--- src/rtl/shift_pkg.sv ---
// rtl/shift_pkg.sv - shared encodings for the sequential shift unit
// Purpose: operation and FSM state types used by seq_shift_unit and shift_step.
// Ports: none (package).
// Configuration: ROTATE_EN selects whether ROR has a datapath (see seq_shift_unit).
package shift_pkg;

  typedef enum logic [1:0] {
    SLL = 2'b00,
    SRL = 2'b01,
    SRA = 2'b10,
    ROR = 2'b11
  } shift_op_e;

  typedef enum logic [1:0] {
    IDLE  = 2'b00,
    SHIFT = 2'b01,
    DONE  = 2'b10
  } shift_state_e;

endpackage

--- src/rtl/shift_step.sv ---
// rtl/shift_step.sv - combinational partial shift by 0..STEP bits
// Purpose: one iteration of the sequential shifter; shifts data_i by k_i for op_i.
// Ports:
//   data_i  in  XLEN  value to shift
//   k_i     in  KW    shift distance this cycle (0..STEP)
//   op_i    in  2     shift_op_e operation
//   data_o  out XLEN  shifted value
// Configuration: ROTATE_EN adds the rotate-right path; otherwise ROR passes data through.
module shift_step
  import shift_pkg::*;
#(
  parameter int XLEN = 32,
  parameter int STEP = 1,
  parameter int KW   = $clog2(STEP + 1)
) (
  input  logic [XLEN-1:0] data_i,
  input  logic [KW-1:0]   k_i,
  input  shift_op_e       op_i,
  output logic [XLEN-1:0] data_o
);

  always_comb begin
    data_o = data_i;
    case (op_i)
      SLL:     data_o = data_i << k_i;
      SRL:     data_o = data_i >> k_i;
      SRA:     data_o = $signed(data_i) >>> k_i;
`ifdef ROTATE_EN
      // a left shift by XLEN yields zero, so k_i == 0 leaves the value intact
      ROR:     data_o = (data_i >> k_i) | (data_i << (XLEN - int'(k_i)));
`endif
      default: data_o = data_i;
    endcase
  end

endmodule

--- src/rtl/seq_shift_unit.sv ---
// rtl/seq_shift_unit.sv - multi-cycle SLL/SRL/SRA(/ROR) shift unit with valid/ready
// Purpose: accepts one shift per handshake, iterates up to STEP bits per cycle,
//          and holds the result until the consumer takes it.
// Ports:
//   clk        in  1     rising-edge clock
//   rst        in  1     synchronous active-high reset
//   in_valid   in  1     operation request
//   in_ready   out 1     unit idle and able to accept
//   a          in  XLEN  operand
//   shamt      in  SHW   shift amount (unsigned)
//   op         in  2     00 SLL, 01 SRL, 10 SRA, 11 ROR
//   out_valid  out 1     result available
//   out_ready  in  1     consumer takes result
//   result     out XLEN  shifted value
// Configuration: define ROTATE_EN to enable rotate-right; when undefined op=11
//                behaves as a zero-distance shift and no rotate logic is built.
module seq_shift_unit
  import shift_pkg::*;
#(
  parameter  int XLEN = 32,
  parameter  int STEP = 1,
  localparam int SHW  = $clog2(XLEN)
) (
  input  logic            clk,
  input  logic            rst,
  input  logic            in_valid,
  output logic            in_ready,
  input  logic [XLEN-1:0] a,
  input  logic [SHW-1:0]  shamt,
  input  logic [1:0]      op,
  output logic            out_valid,
  input  logic            out_ready,
  output logic [XLEN-1:0] result
);

  localparam int KW = $clog2(STEP + 1);

  shift_state_e    state_q, state_d;
  shift_op_e       op_q, op_d;
  logic [XLEN-1:0] work_q, work_d;
  logic [SHW-1:0]  rem_q, rem_d;
  logic [SHW-1:0]  shamt_eff;
  logic [KW-1:0]   k;
  logic [XLEN-1:0] step_out;

`ifdef ROTATE_EN
  assign shamt_eff = shamt;
`else
  // no rotate datapath: an ROR request completes as a pass-through of a
  assign shamt_eff = (shift_op_e'(op) == ROR) ? '0 : shamt;
`endif

  // distance for this iteration: min(rem, STEP)
  always_comb begin
    if (int'(rem_q) >= STEP) k = KW'(STEP);
    else                     k = KW'(rem_q);
  end

  shift_step #(
    .XLEN (XLEN),
    .STEP (STEP),
    .KW   (KW)
  ) u_step (
    .data_i (work_q),
    .k_i    (k),
    .op_i   (op_q),
    .data_o (step_out)
  );

  always_comb begin
    state_d   = state_q;
    op_d      = op_q;
    work_d    = work_q;
    rem_d     = rem_q;
    in_ready  = 1'b0;
    out_valid = 1'b0;
    case (state_q)
      IDLE: begin
        in_ready = 1'b1;
        if (in_valid) begin
          work_d  = a;
          op_d    = shift_op_e'(op);
          rem_d   = shamt_eff;
          state_d = (shamt_eff == '0) ? DONE : SHIFT;
        end
      end
      SHIFT: begin
        work_d = step_out;
        rem_d  = rem_q - SHW'(k);
        if (rem_q == SHW'(k)) state_d = DONE;
      end
      DONE: begin
        out_valid = 1'b1;
        if (out_ready) state_d = IDLE;
      end
      default: state_d = IDLE;
    endcase
  end

  always_ff @(posedge clk) begin
    if (rst) begin
      state_q <= IDLE;
      op_q    <= SLL;
      work_q  <= '0;
      rem_q   <= '0;
    end else begin
      state_q <= state_d;
      op_q    <= op_d;
      work_q  <= work_d;
      rem_q   <= rem_d;
    end
  end

  // work_q only changes in IDLE/SHIFT, so result is frozen while out_valid is high
  assign result = work_q;

endmodule

--- config.mk ---
export PLATFORM = sky130hd
export DESIGN_NAME = seq_shift_unit
export DESIGN_NICKNAME = d
export VERILOG_FILES = /design/src/rtl/shift_pkg.sv /design/src/rtl/shift_step.sv /design/src/rtl/seq_shift_unit.sv
export SDC_FILE = /design/constraint.sdc
export NUM_CORES = 1
export LEC_CHECK = 0
export CORE_AREA = 3 3 91 93
export CTS_CLUSTER_DIAMETER = 30
export DETAILED_ROUTE_END_ITERATION = 8
export DIE_AREA = 0 0 94 96
export GPL_TIMING_DRIVEN = 0
export PLACE_DENSITY = 0.76
export REMOVE_ABC_BUFFERS = 1
export SLEW_MARGIN = 20
export SYNTH_ARGS = -nofsm -noshare
export SYNTH_HDL_FRONTEND = slang
export SYNTH_HIERARCHICAL = 1
export SYNTH_SLANG_ARGS = --single-unit
--- constraint.sdc ---
create_clock -name clk -period 1.8 [get_ports clk]
set_clock_uncertainty 0.1 [all_clocks]
set_input_delay 0.36 -clock clk [delete_from_list [all_inputs] [get_ports clk]]
set_output_delay 0.36 -clock clk [all_outputs]
set_load 0.02 [all_outputs]
==> results of run 1 <==
## worst register-to-register path, cell delays in order, from the launching register on
cell and delay (ns):
dfxtp_4 0.36, nor4_4 0.29, nand2_2 0.15, clkbuf_16 0.20
nand2b_4 0.19, o22ai_2 0.10, a21oi_1 0.21, nand2_1 0.11
a311oi_2 0.25
## final timing paths
kind	end	slack, ns	cells after the start
worst max-delay path	result[23]	-0.23	8
worst min-delay path	result[0]	0.45	2
worst max register to register	result[23]	-0.23	8
worst min register to register	result[0]	0.45	2
## cells in the mapped netlist, drive strengths merged
| cell | count |
|---|---|
| a21bo | 1 |
| nor2b | 3 |
| o211ai | 1 |
| dfxtp | 41 |
| nor3b | 2 |
| o21ai | 5 |
| clkbuf | 6 |
| nand2 | 70 |
| a311oi | 33 |
| a21o | 2 |
| inv | 9 |
| a221oi | 1 |
| nand3b | 1 |
| a21boi | 2 |
| buf | 36 |
| or3 | 1 |
| mux2i | 3 |
| or3b | 1 |
| a32o | 1 |
| o211a | 1 |
| nor3 | 1 |
| nand3 | 1 |
| nor2 | 35 |
| or4 | 1 |
| ha | 2 |
| a22oi | 1 |
| o21ba | 1 |
| o21bai | 1 |
| a32oi | 1 |
| a21oi | 33 |
| or4b | 1 |
| nand2b | 3 |
| a211oi | 4 |
| o22ai | 61 |
| o32ai | 1 |
| mux2 | 29 |
| or2 | 1 |
| nor4 | 2 |
## layout make-up
| cell class | instances | area, um2 | share of cell area (%) |
|---|---|---|---|
| multi-input cells | 313 | 2880 | 55.2 |
| repair buffers | 109 | 1220 | 23.4 |
| flip-flops and latches | 41 | 863 | 16.5 |
| well taps | 102 | 128 | 2.44 |
| clock buffers | 7 | 86.3 | 1.65 |
| inverters | 9 | 38.8 | 0.743 |
## power by group
group	switching [mW]	leakage, nW	total [mW]	internal, mW
clock network	0.333	0.0443	0.638	0.306
registers	0.376	0.348	1.44	1.06
logic	1.97	1.65	4.00	2.02
total	2.68	2.04	6.07	3.39
## per-layer routing
layer,wire [um],track usage (%),up-vias
met5,0,0,-
met4,425,12.0,0
met3,830,5.00,49
met2,6130,44.0,192
met1,5210,33.1,1856
li1,-,-,1678
## metrics by stage
| stage | setup slack [ns] | total power, mW | util [%] |
|---|---|---|---|
| after global placement | -2.04 | 3.77 | 53.3 |
| after floorplan | -1.30 | 3.13 | - |
| final | -0.232 | 6.07 | 68.6 |
| after CTS | -0.201 | 5.69 | 66.0 |
| after detailed placement | -1.04 | 3.94 | 54.9 |
| after global routing | -0.263 | 6.32 | 68.6 |
## kinds of logic after synthesis
kind of cell,count (synthesis),share of synthesized area [%]
adder cells (fa/ha/maj),2,0.712
flip-flops,41,23.3
AO/OA/AOI/OAI,150,36.8
AND/OR/NAND/NOR,123,15.2
buffers and inverters,51,10.9
multiplexers,32,13.1
## registers in the layout, summed over array words and instances (netlist names)
name	flops
state_q	2
op_q	2
rem_q	5
result	32
## repair_timing
action / CTS / global route
gates cloned: 8 / 0
gates resized for setup: 123 / 35
pin swaps: 84 / 45
setup endpoints to repair: 71 / 43
buffers inserted: 25 / 3
==> impl_metrics.py, run 1 <==
metrics = {
    "timing": {
        "max_freq_mhz": 492,
        "layout_setup_ws_ns": -0.232,
        "hold_slack_ns": 0.446,
        "maxSlewViolCount": 0,
        "setup_violations": 35,
        "rsz0062_at_grt": "true",
        "period_needed_ns": 2.03,
        "worst_slew_pin_slew_ns": 0.988,
        "tns_ns": -4.39,
        "timing.final.crit_share_pct": 113,
        "relSlewSlack_pct": 34.2,
        "finalHoldViolCount": 0,
    },
    "placement": {
        "dpl_cell_area_um2": 4180,
        "dp_hpwl_mm": 5.90,
        "port_buffers": 76,
        "gp_congestion": 0.819,
        "place_inst": 539,
    },
    "clock_tree": {
        "clk_latency_ns": 0.29,
        "postCtsHoldBufs": 0,
        "cts_buffer_depth": 2,
        "cts_root_buf": "clkbuf_8",
        "cts.clk_slew.worst_paths_ns": 0.09,
        "numClockSinks": 41,
        "htreeDepth": 2,
        "cts_tree": "yes",
        "cts_made_buffers": 5,
    },
    "yosys": {
        "syn_avg_cell_area_um2": 8.81,
        "synth_cell_type_count": 51,
        "yosys_warnings": 6,
        "syn-instance-count": 399,
        "synth_top_area_share_pct": 23.3,
        "synth-seq-cells": 41,
        "synth_area_leader_cell": "dfxtp_1",
        "synth_seq_area_share_pct": 23.3,
        "synth_area_um2": 3520,
        "synth_area_leaders": "dfxtp_1, mux2_4, o22ai_2, a311oi_1, nand2_1",
    },
    "setup_path": {
        "required_ns": 1.90,
        "start_kind": "flip-flop",
        "crit_buf_inv": 1,
        "slowest_stage": "dfxtp_4",
        "worstSetupEndpointType": "flip-flop",
        "crit_chain": "nor4_4 > nand2_2 > clkbuf_16 > nand2b_4 > o22ai_2 > a21oi_1 > nand2_1 > a311oi_2",
        "slowest_delay_ns": 0.36,
        "arrival_ns": 2.13,
        "r2r_start": "rem_q[3]",
        "startpoint": "rem_q[3]",
        "cp_top_family": "simple AND/OR/NAND/NOR gates",
        "worstSetupPathType": "reg2reg",
        "path_max_fanout": 8,
    },
    "hold_path": {
        "hold_class": "reg2reg",
        "hp-start": "result[0]",
    },
    "global_routing": {
        "grt_pass1_vias": 3761,
        "grt_pass1_wl_mm": 19.1,
        "grt_start_max_net_pins": 41,
        "track_usage_pct": 26.4,
        "antenna_found_initial": 0,
        "grt_overflow": 0,
    },
    "floorplan": {
        "dieArea_um2": 9020,
        "fp.dieH_um": 96,
        "initial_core_util_pct": 46.2,
        "fp.dieW_um": 94,
        "coreArea_um2": 7610,
        "rows": 32,
        "io_pins": 77,
    },
    "route": {
        "drt_first_pass_iters": 5,
        "routedWlPerCell_um": 21.7,
        "route.vias.total": 3775,
        "first_iter_violations": 369,
        "ant_nets": 0,
        "drc": 0,
        "wl_mm": 12.6,
        "vias_per_cell": 6.50,
    },
    "outcome": {
        "status": "finished with violations",
        "violations": "setup timing",
    },
    "final_layout": {
        "nNetsFinal": 524,
        "num-fill-cells": 545,
        "final_cell_mix": "nand2_1, clkdlybuf4s50_1, nor2_1",
        "final_common_cell": "nand2_1",
        "num_antenna_cells": 0,
        "syn2layout_area_growth_pct": 48.5,
        "fin_area_um2": 5220,
        "drive_gt1_share_pct": 43.0,
        "fin_cells": 581,
    },
    "flow_run": {
        "max_cap_viol_count": 0,
    },
    "power": {
        "p_per_area_nw_per_um2": 1160,
        "p_leak_nw": 2.04,
        "peakVddDrop_mv": 0.590,
    },
}
(Power assumes the default switching activity.)
==> inputs of run 2 (changes only) <==
CORE_AREA = 3 3 87 89   (was 3 3 91 93)
DIE_AREA = 0 0 90 92   (was 0 0 94 96)
PLACE_DENSITY = 0.8   (was 0.76)
clock period = 2.2 ns   (was 1.8 ns; I/O delays follow)
==> impl_metrics.py, run 2 (synthesis results as in run 1) <==
metrics = {
    "clock_tree": {
        "cts.clk_slew.worst_paths_ns": 0.08,
        "cts_root_buf": "clkbuf_8",
        "numClockSinks": 41,
        "postCtsHoldBufs": 0,
        "htreeDepth": 2,
        "cts_made_buffers": 5,
        "cts_buffer_depth": 2,
        "clk_latency_ns": 0.30,
        "cts_tree": "yes",
    },
    "power": {
        "p_leak_nw": 1.65,
        "peakVddDrop_mv": 0.348,
        "p_per_area_nw_per_um2": 888,
    },
    "timing": {
        "finalHoldViolCount": 0,
        "tns_ns": 0,
        "maxSlewViolCount": 0,
        "worst_slew_pin_slew_ns": 0.791,
        "hold_slack_ns": 0.440,
        "period_needed_ns": 2.11,
        "max_freq_mhz": 473,
        "relSlewSlack_pct": 47.2,
        "setup_violations": 0,
        "rsz0062_at_grt": "true",
        "timing.final.crit_share_pct": 96.1,
    },
    "final_layout": {
        "drive_gt1_share_pct": 26.1,
        "num_antenna_cells": 0,
        "syn2layout_area_growth_pct": 24.2,
        "final_common_cell": "clkdlybuf4s50_1",
        "largest_register_ffs": 32,
        "final_cell_mix": "clkdlybuf4s50_1, nand2_1, dfxtp_1",
        "nNetsFinal": 497,
    },
    "setup_path": {
        "path_max_fanout": 10,
        "cp_top_family": "buffers and inverters",
        "arrival_ns": 1.57,
        "worstSetupPathType": "reg2out",
        "required_ns": 1.66,
        "crit_buf_inv": 1,
        "slowest_delay_ns": 0.63,
        "worstSetupEndpointType": "output pin",
        "slowest_stage": "clkdlybuf4s50_1",
        "worst-r2r-setup-slack_ns": 0.15,
        "crit_chain": "nor2b_1 > clkdlybuf4s50_1",
        "start_kind": "flip-flop",
    },
    "outcome": {
        "status": "complete, no violations",
    },
    "route": {
        "drc": 0,
        "vias_per_cell": 6.00,
        "route.vias.total": 3288,
        "drt_first_pass_iters": 5,
        "wl_mm": 9.21,
        "routedWlPerCell_um": 16.8,
        "ant_nets": 0,
        "first_iter_violations": 242,
    },
    "flow_run": {
        "max_cap_viol_count": 0,
    },
    "floorplan": {
        "coreArea_um2": 6830,
        "fp.dieH_um": 92,
        "io_pins": 77,
        "dieArea_um2": 8280,
        "initial_core_util_pct": 51.5,
        "fp.dieW_um": 90,
        "rows": 30,
    },
    "hold_path": {
        "hold_class": "reg2reg",
    },
    "global_routing": {
        "grt_pass1_vias": 3212,
        "track_usage_pct": 22.0,
        "grt_start_max_net_pins": 68,
        "antenna_found_initial": 0,
        "grt_overflow": 0,
        "grt_pass1_wl_mm": 15.6,
    },
    "placement": {
        "dp_hpwl_mm": 5.62,
        "gp_congestion": 0.843,
        "port_buffers": 76,
    },
}
[run 2: cell count changes in the layout (fill, tap and decap cells not counted), sizes merged]
cell / previous run / this run
buf: 33 / 10
clkbuf: 8 / 7
clkdlybuf4s50: 40 / 74
dlygate4sd2: 32 / 0
dlymetal6s2s: 3 / 1
nand2b: 7 / 6
o21ba: 3 / 1
[run 2: per-stage QoR]
step,area (um2),setup slack [ns],total power [mW],util (%),instances
global placement,4050,-1.59,3.07,59.3,529
finish,4370,0.0859,3.88,63.9,548
detailed placement,4160,-0.529,3.20,60.9,533
floorplan,3170,-0.903,2.56,-,357
global route,4370,-0.0313,4.12,63.9,548
CTS,4330,-0.0279,3.83,63.4,545
[run 2: worst paths after layout]
kind                                  from  cells past startpoint         end
worst min-delay path             result[0]                      2   result[0]
worst min register to register   result[0]                      2   result[0]
worst max-delay path            state_q[1]                      2   out_valid
worst max register to register    rem_q[0]                      8  result[24]
[run 2: tightest hold or removal path, cell delays in order (launching register included)]
cell,delay (ns)
dfxtp_1,0.34
nor2_1,0.10
a311oi_1,0.05
[run 2: final cells by class]
| type | instances | area (um2) |
|---|---|---|
| clock buffers | 7 | 86.3 |
| fillers | 607 | 2460 |
| inverters | 9 | 33.8 |
| multi-input cells | 310 | 2370 |
| flip-flops and latches | 41 | 830 |
| well taps | 96 | 120 |
| repair buffers | 85 | 923 |
[run 2: per-layer routing]
metal  GRT usage, %  up-vias  part of all wire, %
li1               -     1609                    -
met1           27.7     1547                   44
met2           37.3      114                   48
met3           4.51       18                  6.2
met4           7.53        0                  1.8
met5              0        -                    0
[run 2: where the power goes]
group | leakage [nW] | internal [mW] | switching [mW] | total [mW]
combinational | 1.26 | 1.12 | 1.12 | 2.24
clock | 0.0443 | 0.250 | 0.273 | 0.522
sequential | 0.342 | 0.860 | 0.252 | 1.11
total | 1.65 | 2.23 | 1.65 | 3.88
[run 2: repair_timing]
item / CTS / global route
resized for setup: 4 / 5
buffers inserted: 3 / 2
pin swaps: 0 / 1
endpoints found under the setup margin: 33 / 35
gates cloned: 2 / 1
